### config.mk
export PLATFORM = sky130hd
export DESIGN_NAME = render_cmd_queue
export DESIGN_NICKNAME = d
export VERILOG_FILES = /design/src/rtl/render_pkg.sv /design/src/rtl/cmd_fifo.sv /design/src/rtl/render_cmd_queue.sv
export SDC_FILE = /design/constraint.sdc
export NUM_CORES = 1
export LEC_CHECK = 0
export ABC_CLOCK_PERIOD_IN_PS = 5300
export BUFFER_PORTS_ARGS = -buffer_cell sky130_fd_sc_hd__buf_2
export CAP_MARGIN = 20
export CORE_ASPECT_RATIO = 1.2
export CORE_MARGIN = 1
export CORE_UTILIZATION = 40
export CTS_CLUSTER_SIZE = 12
export DETAILED_ROUTE_END_ITERATION = 7
export HOLD_SLACK_MARGIN = 0.03
export MAX_ROUTING_LAYER = met4
export PLACE_DENSITY_LB_ADDON = 0.08
export RECOVER_POWER = 100
export SETUP_SLACK_MARGIN = 0.2
export SYNTH_ARGS = -nofsm -noshare
export SYNTH_HDL_FRONTEND = slang
export SYNTH_HIERARCHICAL = 1
export SYNTH_SLANG_ARGS = --single-unit
### constraint.sdc
create_clock -name clk -period 5.3 [get_ports clk]
set_clock_uncertainty 0.1 [all_clocks]
set_input_delay 1.06 -clock clk [delete_from_list [all_inputs] [get_ports clk]]
set_output_delay 1.06 -clock clk [all_outputs]
set_load 0.005 [all_outputs]
### src/rtl/render_pkg.sv
// Shared types for the render command queue.
// Renderer register map, command layout and replay FSM states.
package render_pkg;

    localparam logic [3:0] RENDER_ADDR_MODE   = 4'd0;
    localparam logic [3:0] RENDER_ADDR_COORD  = 4'd1;
    localparam logic [3:0] RENDER_ADDR_TEX    = 4'd2;
    localparam logic [3:0] RENDER_ADDR_PARITY = 4'd3;
    localparam logic [3:0] RENDER_ADDR_GO     = 4'd4;

    typedef struct packed {
        logic [6:0] tex;
        logic [8:0] x;
        logic [8:0] y;
    } cmd_t;

    localparam int CMD_W = $bits(cmd_t);

    typedef enum logic [2:0] {
        IDLE,
        MODE,
        COORD,
        TEX,
        GO
    } state_t;

endpackage

### src/rtl/cmd_fifo.sv
// Synchronous show-ahead FIFO holding queued draw commands.
// Clear wins over push and pop in the same cycle.
module cmd_fifo #(
    parameter int DEPTH = 16,
    parameter int CW    = 25,
    localparam int AW   = $clog2(DEPTH),
    localparam int CNTW = AW + 1
) (
    input  logic            clk,
    input  logic            rst_n,
    input  logic            push,
    input  logic            pop,
    input  logic            clear,
    input  logic [CW-1:0]   wdata,
    output logic [CW-1:0]   rdata,
    output logic            full,
    output logic            empty,
    output logic [CNTW-1:0] count
);

    logic [CW-1:0] mem [DEPTH];
    logic [AW-1:0] wptr;
    logic [AW-1:0] rptr;
    logic          do_push;
    logic          do_pop;

    assign full    = (count == CNTW'(DEPTH));
    assign empty   = (count == '0);
    assign rdata   = mem[rptr];
    assign do_push = push & ~full & ~clear;
    assign do_pop  = pop & ~empty & ~clear;

    always_ff @(posedge clk) begin
        if (do_push)
            mem[wptr] <= wdata;
    end

    always_ff @(posedge clk or negedge rst_n) begin
        if (!rst_n) begin
            wptr  <= '0;
            rptr  <= '0;
            count <= '0;
        end else if (clear) begin
            wptr  <= '0;
            rptr  <= '0;
            count <= '0;
        end else begin
            if (do_push)
                wptr <= wptr + 1'b1;
            if (do_pop)
                rptr <= rptr + 1'b1;
            case ({do_push, do_pop})
                2'b10:   count <= count + 1'b1;
                2'b01:   count <= count - 1'b1;
                default: count <= count;
            endcase
        end
    end

endmodule

### src/rtl/render_cmd_queue.sv
// CPU-facing command queue that replays each draw command to the
// renderer as coords, tex_code and go writes.
module render_cmd_queue
    import render_pkg::*;
#(
    parameter int DEPTH = 16,
    parameter int CW    = 25,
    localparam int CNTW = $clog2(DEPTH) + 1
) (
    input  logic        clk,
    input  logic        rst_n,
    input  logic [1:0]  s_address,
    input  logic        s_write,
    input  logic [31:0] s_writedata,
    input  logic        s_read,
    output logic [31:0] s_readdata,
    output logic        s_waitrequest,
    output logic [3:0]  r_address,
    output logic        r_write,
    output logic [31:0] r_writedata,
    input  logic        r_waitrequest
);

    state_t          state;
    state_t          state_n;
    cmd_t            cmd_q;
    cmd_t            cmd_n;
    logic [CW-1:0]   head;
    logic            full;
    logic            empty;
    logic [CNTW-1:0] count;
    logic            push;
    logic            pop;
    logic            ctrl_wr;
    logic            clear;
    logic            can_pop;
    logic            issue;
    logic            mode_q;
    logic            mode_pending;
    logic [31:0]     issued;
    logic            r_write_n;
    logic [3:0]      r_addr_n;
    logic [31:0]     r_data_n;
    logic            unused_wd;

    assign unused_wd     = &{1'b0, s_writedata[31:25]};
    assign push          = s_write & (s_address == 2'd0);
    assign ctrl_wr       = s_write & (s_address == 2'd1);
    assign clear         = ctrl_wr & s_writedata[1];
    assign s_waitrequest = push & full;
    assign can_pop       = ~empty & ~clear;

    cmd_fifo #(
        .DEPTH (DEPTH),
        .CW    (CW)
    ) u_fifo (
        .clk   (clk),
        .rst_n (rst_n),
        .push  (push),
        .pop   (pop),
        .clear (clear),
        .wdata (s_writedata[CW-1:0]),
        .rdata (head),
        .full  (full),
        .empty (empty),
        .count (count)
    );

    always_ff @(posedge clk or negedge rst_n) begin
        if (!rst_n)
            state <= IDLE;
        else
            state <= state_n;
    end

    always_comb begin
        state_n = state;
        pop     = 1'b0;
        issue   = 1'b0;
        case (state)
            IDLE: begin
                if (mode_pending) begin
                    state_n = MODE;
                end else if (can_pop) begin
                    pop     = 1'b1;
                    state_n = COORD;
                end
            end
            MODE:  if (!r_waitrequest) state_n = IDLE;
            COORD: if (!r_waitrequest) state_n = TEX;
            TEX:   if (!r_waitrequest) state_n = GO;
            GO: begin
                if (!r_waitrequest) begin
                    issue = 1'b1;
                    if (mode_pending) begin
                        state_n = MODE;
                    end else if (can_pop) begin
                        pop     = 1'b1;
                        state_n = COORD;
                    end else begin
                        state_n = IDLE;
                    end
                end
            end
            default: state_n = IDLE;
        endcase
        cmd_n = pop ? cmd_t'(head) : cmd_q;
    end

    // Outputs are registered from the next state; MODE data is frozen
    // once presented so a late ctrl write cannot disturb a stalled write.
    always_comb begin
        r_write_n = 1'b0;
        r_addr_n  = '0;
        r_data_n  = '0;
        case (state_n)
            MODE: begin
                r_write_n = 1'b1;
                r_addr_n  = RENDER_ADDR_MODE;
                r_data_n  = (state == MODE) ? r_writedata
                                            : {31'b0, mode_q};
            end
            COORD: begin
                r_write_n = 1'b1;
                r_addr_n  = RENDER_ADDR_COORD;
                r_data_n  = {14'b0, cmd_n.x, cmd_n.y};
            end
            TEX: begin
                r_write_n = 1'b1;
                r_addr_n  = RENDER_ADDR_TEX;
                r_data_n  = {25'b0, cmd_n.tex};
            end
            GO: begin
                r_write_n = 1'b1;
                r_addr_n  = RENDER_ADDR_GO;
            end
            default: ;
        endcase
    end

    // The pending flag drops when MODE is entered; a ctrl write that
    // lands during MODE re-arms it so the newest mode is replayed.
    always_ff @(posedge clk or negedge rst_n) begin
        if (!rst_n) begin
            cmd_q        <= '0;
            mode_q       <= 1'b0;
            mode_pending <= 1'b0;
            issued       <= '0;
            r_write      <= 1'b0;
            r_address    <= '0;
            r_writedata  <= '0;
        end else begin
            cmd_q       <= cmd_n;
            r_write     <= r_write_n;
            r_address   <= r_addr_n;
            r_writedata <= r_data_n;
            if (issue)
                issued <= issued + 1'b1;
            if (ctrl_wr) begin
                mode_q       <= s_writedata[0];
                mode_pending <= 1'b1;
            end else if (state_n == MODE && state != MODE) begin
                mode_pending <= 1'b0;
            end
        end
    end

    always_comb begin
        s_readdata = '0;
        if (s_read) begin
            case (s_address)
                2'd2: s_readdata = {16'b0, 8'(count), 5'b0,
                                    (state != IDLE), full, empty};
                2'd3: s_readdata = issued;
                default: s_readdata = '0;
            endcase
        end
    end

endmodule

==> results of run 1 <==
## metrics by stage
step           setup WS (ns)  power (uW)
2_1_floorplan           1.22        6930
3_3_place_gp            1.12        7810
3_5_place_dp            1.08        7840
4_1_cts                 1.64       11500
5_1_grt                0.700       11800
6_report               0.874       11200
## routing by layer
layer / vias to the layer above / track usage
met3: 70 / 0.0213
met4: 0 / 0.0607
met2: 207 / 0.330
li1: 4987 / -
met5: - / -
met1: 5699 / 0.249
## flip-flops by register name, indices dropped and copies added (netlist names)
signal	count
mode_q	1
u_fifo/mem	400
state	3
r_writedata	18
u_fifo/count	5
issued	32
r_address	3
u_fifo/rptr	4
cmd_q	25
r_write	1
u_fifo/wptr	4
mode_pending	1
## worst max-delay path, cell delays in order (launching register included)
cell,delay [ns]
dfrtp_1,0.64
clkbuf_1,1.30
and2_0,0.61
buf_4,0.49
a221oi_1,0.16
a22oi_1,0.22
nand2_1,0.16
nand4_1,0.17
a211oi_1,0.12
a221o_1,0.31
## power groups by stage
| stage | sequential [uW] | combinational, uW | clock [uW] |
|---|---|---|---|
| global route | 4870 | 3060 | 3840 |
| global placement | 4920 | 2890 | 0 |
| detailed placement | 4930 | 2910 | 0 |
| CTS | 4850 | 2920 | 3720 |
| floorplan | 4710 | 2230 | 0 |
| finish | 4830 | 2790 | 3600 |
## worst paths after layout
| path | from | slack (ns) | end |
|---|---|---|---|
| min in group asynchronous | rst_n | 0.47 | issued[10] |
| min reg2reg | issued[31] | 0.35 | issued[31] |
| max reg2reg | u_fifo/rptr[2] | 0.87 | r_writedata[5] |
| max in group asynchronous | rst_n | 2.08 | u_fifo/rptr[1] |
| max | u_fifo/rptr[2] | 0.87 | r_writedata[5] |
| min | issued[31] | 0.35 | issued[31] |
## logic make-up (layout without fill, tap and decap cells)
kind of cell             count (synthesis)  after routing  synth area share
multiplexers                           184            184             0.125
flip-flops                             497            497             0.709
buffers and inverters                   97            226            0.0244
XOR/XNOR                                39             39            0.0168
AND/OR/NAND/NOR                        223            223            0.0577
adder cells (fa/ha/maj)                 10             10           0.00651
other                                    1             15          0.000184
AO/OA/AOI/OAI                          176            176            0.0605
## cells in the final DEF (no fill, tap or decap), drive strengths merged, types with 15 or more instances in the layout
| master | n |
|---|---|
| nand4 | 22 |
| a221oi | 25 |
| mux2 | 50 |
| a21oi | 32 |
| xnor2 | 26 |
| mux2i | 84 |
| and2 | 29 |
| inv | 18 |
| dfrtp | 97 |
| mux4 | 50 |
| conb | 15 |
| a22oi | 25 |
| nand2 | 60 |
| nor2 | 45 |
| nand3 | 18 |
| o21ai | 54 |
| edfxtp | 400 |
| buf | 49 |
| clkbuf | 150 |
## area by class of cell
cell class	instances	share of cell area
Sequential cell	497	0.624
Tap cell	644	0.0348
Timing Repair Buffer	116	0.0280
Clock inverter	12	0.00632
Multi-Input combinational cell	647	0.238
Clock buffer	83	0.0661
Inverter	15	0.00243
==> metrics, run 1 <==
outcome=finished with violations; failing checks=max-capacitance violations, max-slew violations; placement row count=90; final setup fails=0; setup_tns=0 ns; Switching Share=0.298; first-pass GRT wire length=72700 um; total core area=0.0502 mm^2; Slew @ Worst Pin=2.06 ns; Max Cap Viol=2; Relative slew margins=-0.373; CTS tree=built; worst reg2reg path depth=9; largest net degree at the start of global routing=65; met1 wire length=21100 um; initial core utilization=0.405; Vias=11.0k; Avg Cell Area, Syn=16.6 um^2; Top Metal Used=met4; YS warnings=6; EDFF count, synth=400; min Tclk post-route=4.43 ns; detailed placement HPWL=27600 um; clock buffer count from CTS=52; Worst setup SP type=flop; initial antenna violation count=0; placed instance count=1919; vias in the first global route=11.1k; Fill cells=4356; Die Height=249 um; I/O Pins=109; layout cell share with drive strength beyond 1=0.175; internal power=7870 uW; Final Max Tran Viols=57; Worst Hold Depth=1; global route overflow=0; CP max FO=21; Psw=3350 uW; crit share post-route=0.835; post_cts resized=0; Worst-Skew Late Latency=0.60 ns; Cell Area, Placed=0.0217 mm^2; sequential power share=0.430; Multi-input gate area=0.00552 mm^2; CP Capture Type=flop; clock power share=0.321; Root Buffer=clkbuf_16; H-tree Lvls=2; post-synth top area share=0.590; Routed Antenna Nets=0; DR WL met3=1500 um; Reg clk slew, reported paths=0.06 ns; Hold Slack=0.354 ns; RSZ-0062 raised after global routing=no; Cells after Synth=1227; FF/Latch Area=0.0144 mm^2; drt first pass iters=4; Final Wtd Congestion=0.780; fmax=226 MHz; Main synth FF type=edfxtp_1; DR WL met2=24800 um; Core Util, Final=0.461; Hold Path Class=flop to flop; CP Data Required Time=5.67 ns; design area=0.0232 mm^2; synth unique cells=61; Synth Register Bits=497; commonest cells in the netlist=400 x edfxtp_1, 97 x dfrtp_1, 84 x mux2i_1; cell taking the most area after synthesis=edfxtp_1; WL final=48500 um; Port Buffers=86; Post-CTS Setup Inserts=0; synth top area cells=edfxtp_1 59%, dfrtp_1 12%, mux4_2 5.5%; hold buffers post-CTS=0; DRC violation count after routing=0; Pwr Density=485 mW/mm^2; Ant. Diodes=0; via/cell ratio=5.44; synthesized area=0.0204 mm^2; Layout area overhead=13.7%; Final nets=1378; die area=0.0518 mm^2; Horiz. Die Dim=208 um; register area share after synthesis=0.709; critical path arrival=4.80 ns; asr flop ratio synth=0.195; Lkg Pwr=0.00810 uW; clk buf depth=3; maximum vdd drop=0.277 mV; final hold vios=0; fin cells=2014; Total GRT Usage=0.196; most common cell in the synthesized netlist=edfxtp_1; wire per inst=24.1 um; combinational fraction of design power=0.249; Setup Crit Path Kind=flop to flop; clock sink count=497; DR iter-0 viols=755
Note: power is estimated with default switching activity, not from simulation.
==> inputs of run 2 (changes only) <==
- ABC_CLOCK_PERIOD_IN_PS: 5300 -> 4000
- clock period: 5.3 -> 4 ns (I/O delays scaled with it)
==> run 2 against run 1 <==
Effect of this change:
- the run still ends with max-capacitance violations, max-slew violations left
- critical path depth fell by 3
- core utilization rose by 0.19 points
- sequential share of layout area fell by 0.25 points
- critical path type is now input port to flop
- critical endpoint is now u_fifo/mem[4][17]
- largest cell class unchanged
- largest power group unchanged
==> metrics, run 2 (synthesis results as in run 1) <==
outcome=finished with violations; failing checks=max-capacitance violations, max-slew violations; max reg flops=400 (unchanged); Lkg Pwr=0.00818 uW (+1.0%); internal power=10400 uW (+32%); WL final=48400 um (-0.20%); fmax=278 MHz; I/O Pins=109 (unchanged); slowest stage delay, CP=0.87 ns (-0.43 ns); Root Buffer=clkbuf_16; Reg clk slew, reported paths=0.06 ns (about the same); layout cell share with drive strength beyond 1=0.187 (+0.0118); Setup Crit Path Kind=input port to flop; CTS tree=built; Max Cap Viol=1 (-1); Worst-Skew Late Latency=0.59 ns (about the same); Post-CTS Setup Inserts=0 (unchanged); DRC violation count after routing=0 (unchanged); Vias=11.1k (+1.3%); Slew @ Worst Pin=1.51 ns (-0.553 ns); via/cell ratio=5.47 (+0.40%); Worst setup SP type=input port; Horiz. Die Dim=208 um (unchanged); Psw=4450 uW (+33%); clock power share=0.314 (-0.007); CP max FO=18 (-14%); setup_tns=0 ns (unchanged); critical path arrival=3.78 ns (-1.02 ns); Die Height=249 um (unchanged); clock buffer count from CTS=52 (unchanged); R2R Setup Slk=0.46 ns (-0.41 ns); initial antenna violation count=1 (+1); Largest regs=u_fifo/mem (400), issued (32), cmd_q (25); Routed Antenna Nets=0 (unchanged); Worst Hold Depth=1 (unchanged); DR iter-0 viols=854 (+13%); Layout area overhead=14.2%; commonest non-fill, non-tap cell in the layout=edfxtp_1; sequential power share=0.429 (about the same); FF-to-FF End=u_fifo/count[3]; detailed placement HPWL=28900 um (+4.4%); Relative slew margins=-0.00416 (+0.369); global route overflow=0 (unchanged); clk buf depth=3 (unchanged); Switching Share=0.300 (+0.00195); Final nets=1394 (+1.2%); vias in the first global route=11.3k (+1.9%); Hold Slack=0.378 ns (+0.0240 ns); design area=0.0232 mm^2 (+0.41%); CP Data Required Time=4.18 ns (-1.49 ns); met1 Usage GRT=0.251 (+0.00210); CP Capture Type=flop; Pwr Density=637 mW/mm^2 (+32%); GRT busiest layer=met2; placement row count=90 (unchanged); Cell Area, Placed=0.0219 mm^2 (+1.0%); Top reg by flops=u_fifo/mem; Total GRT Usage=0.197 (+0.00101); final setup fails=0 (unchanged); total core area=0.0502 mm^2 (unchanged); clock sink count=497 (unchanged); Final Wtd Congestion=0.761 (-2.4%); drt first pass iters=4 (unchanged); min Tclk post-route=3.60 ns; Hold Path Class=flop to flop; Final Max Tran Viols=58 (+1.8%); die area=0.0518 mm^2 (unchanged); initial core utilization=0.405 (unchanged); Endpoint, Worst Hold=issued[5]; combinational fraction of design power=0.257 (+0.008); H-tree Lvls=2 (unchanged); met3 Use GR=0.0325 (+0.0112); met2 usage=0.324 (-0.00508); maximum vdd drop=0.318 mV (+15%); crit-path cells=clkbuf_1, nor3b_1, a21boi_0, nand2_1, nor2_2, buf_12; worst reg2reg path depth=14 (+5); first-pass GRT wire length=72900 um (+0.30%); Port Buffers=86 (unchanged); Hold Path Origin=issued[5]; most frequent cells in the layout=400 x edfxtp_1, 94 x dfrtp_1, 84 x mux2i_1; placed instance count=1935 (+0.83%); fin cells=2032 (+0.89%); worst r2r src=u_fifo/count[1]; crit share post-route=0.901; largest net degree at the start of global routing=59 (-9.2%); final hold vios=0 (unchanged); RSZ-0062 raised after global routing=no; CP max stage cell=a21boi_0; wire per inst=23.8 um (-1.1%)
## run 2: cell types whose count changed in the layout (fill, tap and decap cells not counted), sizes merged
cell	previous run	this run
buf	49	58
clkinvlp	1	2
diode	0	3
clkbuf	150	156
clkinv	5	8
inv	18	15
bufinv	3	2
## run 2: area by class of cell
class                           instances  area (um^2)
Antenna cell                            3         7.51
Clock buffer                           82         1510
Clock inverter                         12          125
Fill cell                            4387        27000
Inverter                               15         56.3
Multi-Input combinational cell        647         5530
Sequential cell                       497        14400
Tap cell                              644          806
Timing Repair Buffer                  132          777
## run 2: power by group through the flow
stage | sequential, uW | clock (uW) | combinational (uW)
6_report | 6360 | 4650 | 3810
5_1_grt | 6420 | 4970 | 4200
4_1_cts | 6370 | 4780 | 4020
3_5_place_dp | 6470 | 0 | 4000
3_3_place_gp | 6460 | 0 | 3980
2_1_floorplan | 6240 | 0 | 2950
## run 2: worst max path at each step
stage	startpoint	to	slack (ns)	cells past startpoint
floorplan	s_address[0]	u_fifo/mem[3][0]	0.18	6
global placement	s_writedata[1]	u_fifo/count[3]	0.28	12
detailed placement	s_writedata[1]	u_fifo/count[4]	0.27	12
CTS	u_fifo/count[0]	u_fifo/count[4]	0.40	13
global route	s_address[0]	u_fifo/mem[4][17]	0.16	6
finish	s_address[0]	u_fifo/mem[4][17]	0.40	6
## run 2: worst max-delay path, delay by kind of cell
family	cells	cell delay, ns
simple gates	3	1.46
compound gates	1	0.87
buf+inv	2	0.61
## run 2: what timing repair did
item,4_1_cts,5_1_grt
endpoints found under the setup margin,0,1
resized for setup,0,2
hold buffers,0,0
## run 2: per-stage QoR
stage                     worst slack, ns  total power (uW)   util
after detailed placement            0.273             10500  0.436
after global placement              0.282             10400  0.436
after CTS                           0.403             15200  0.468
after global routing                0.163             15600  0.463
final                               0.396             14800  0.463
after floorplan                     0.185              9190      -
## run 2: routing by layer
metal	share of wire	vias to the layer above
met5	0	-
li1	-	5018
met3	0.038	75
met2	0.50	230
met4	0.023	0
met1	0.44	5782
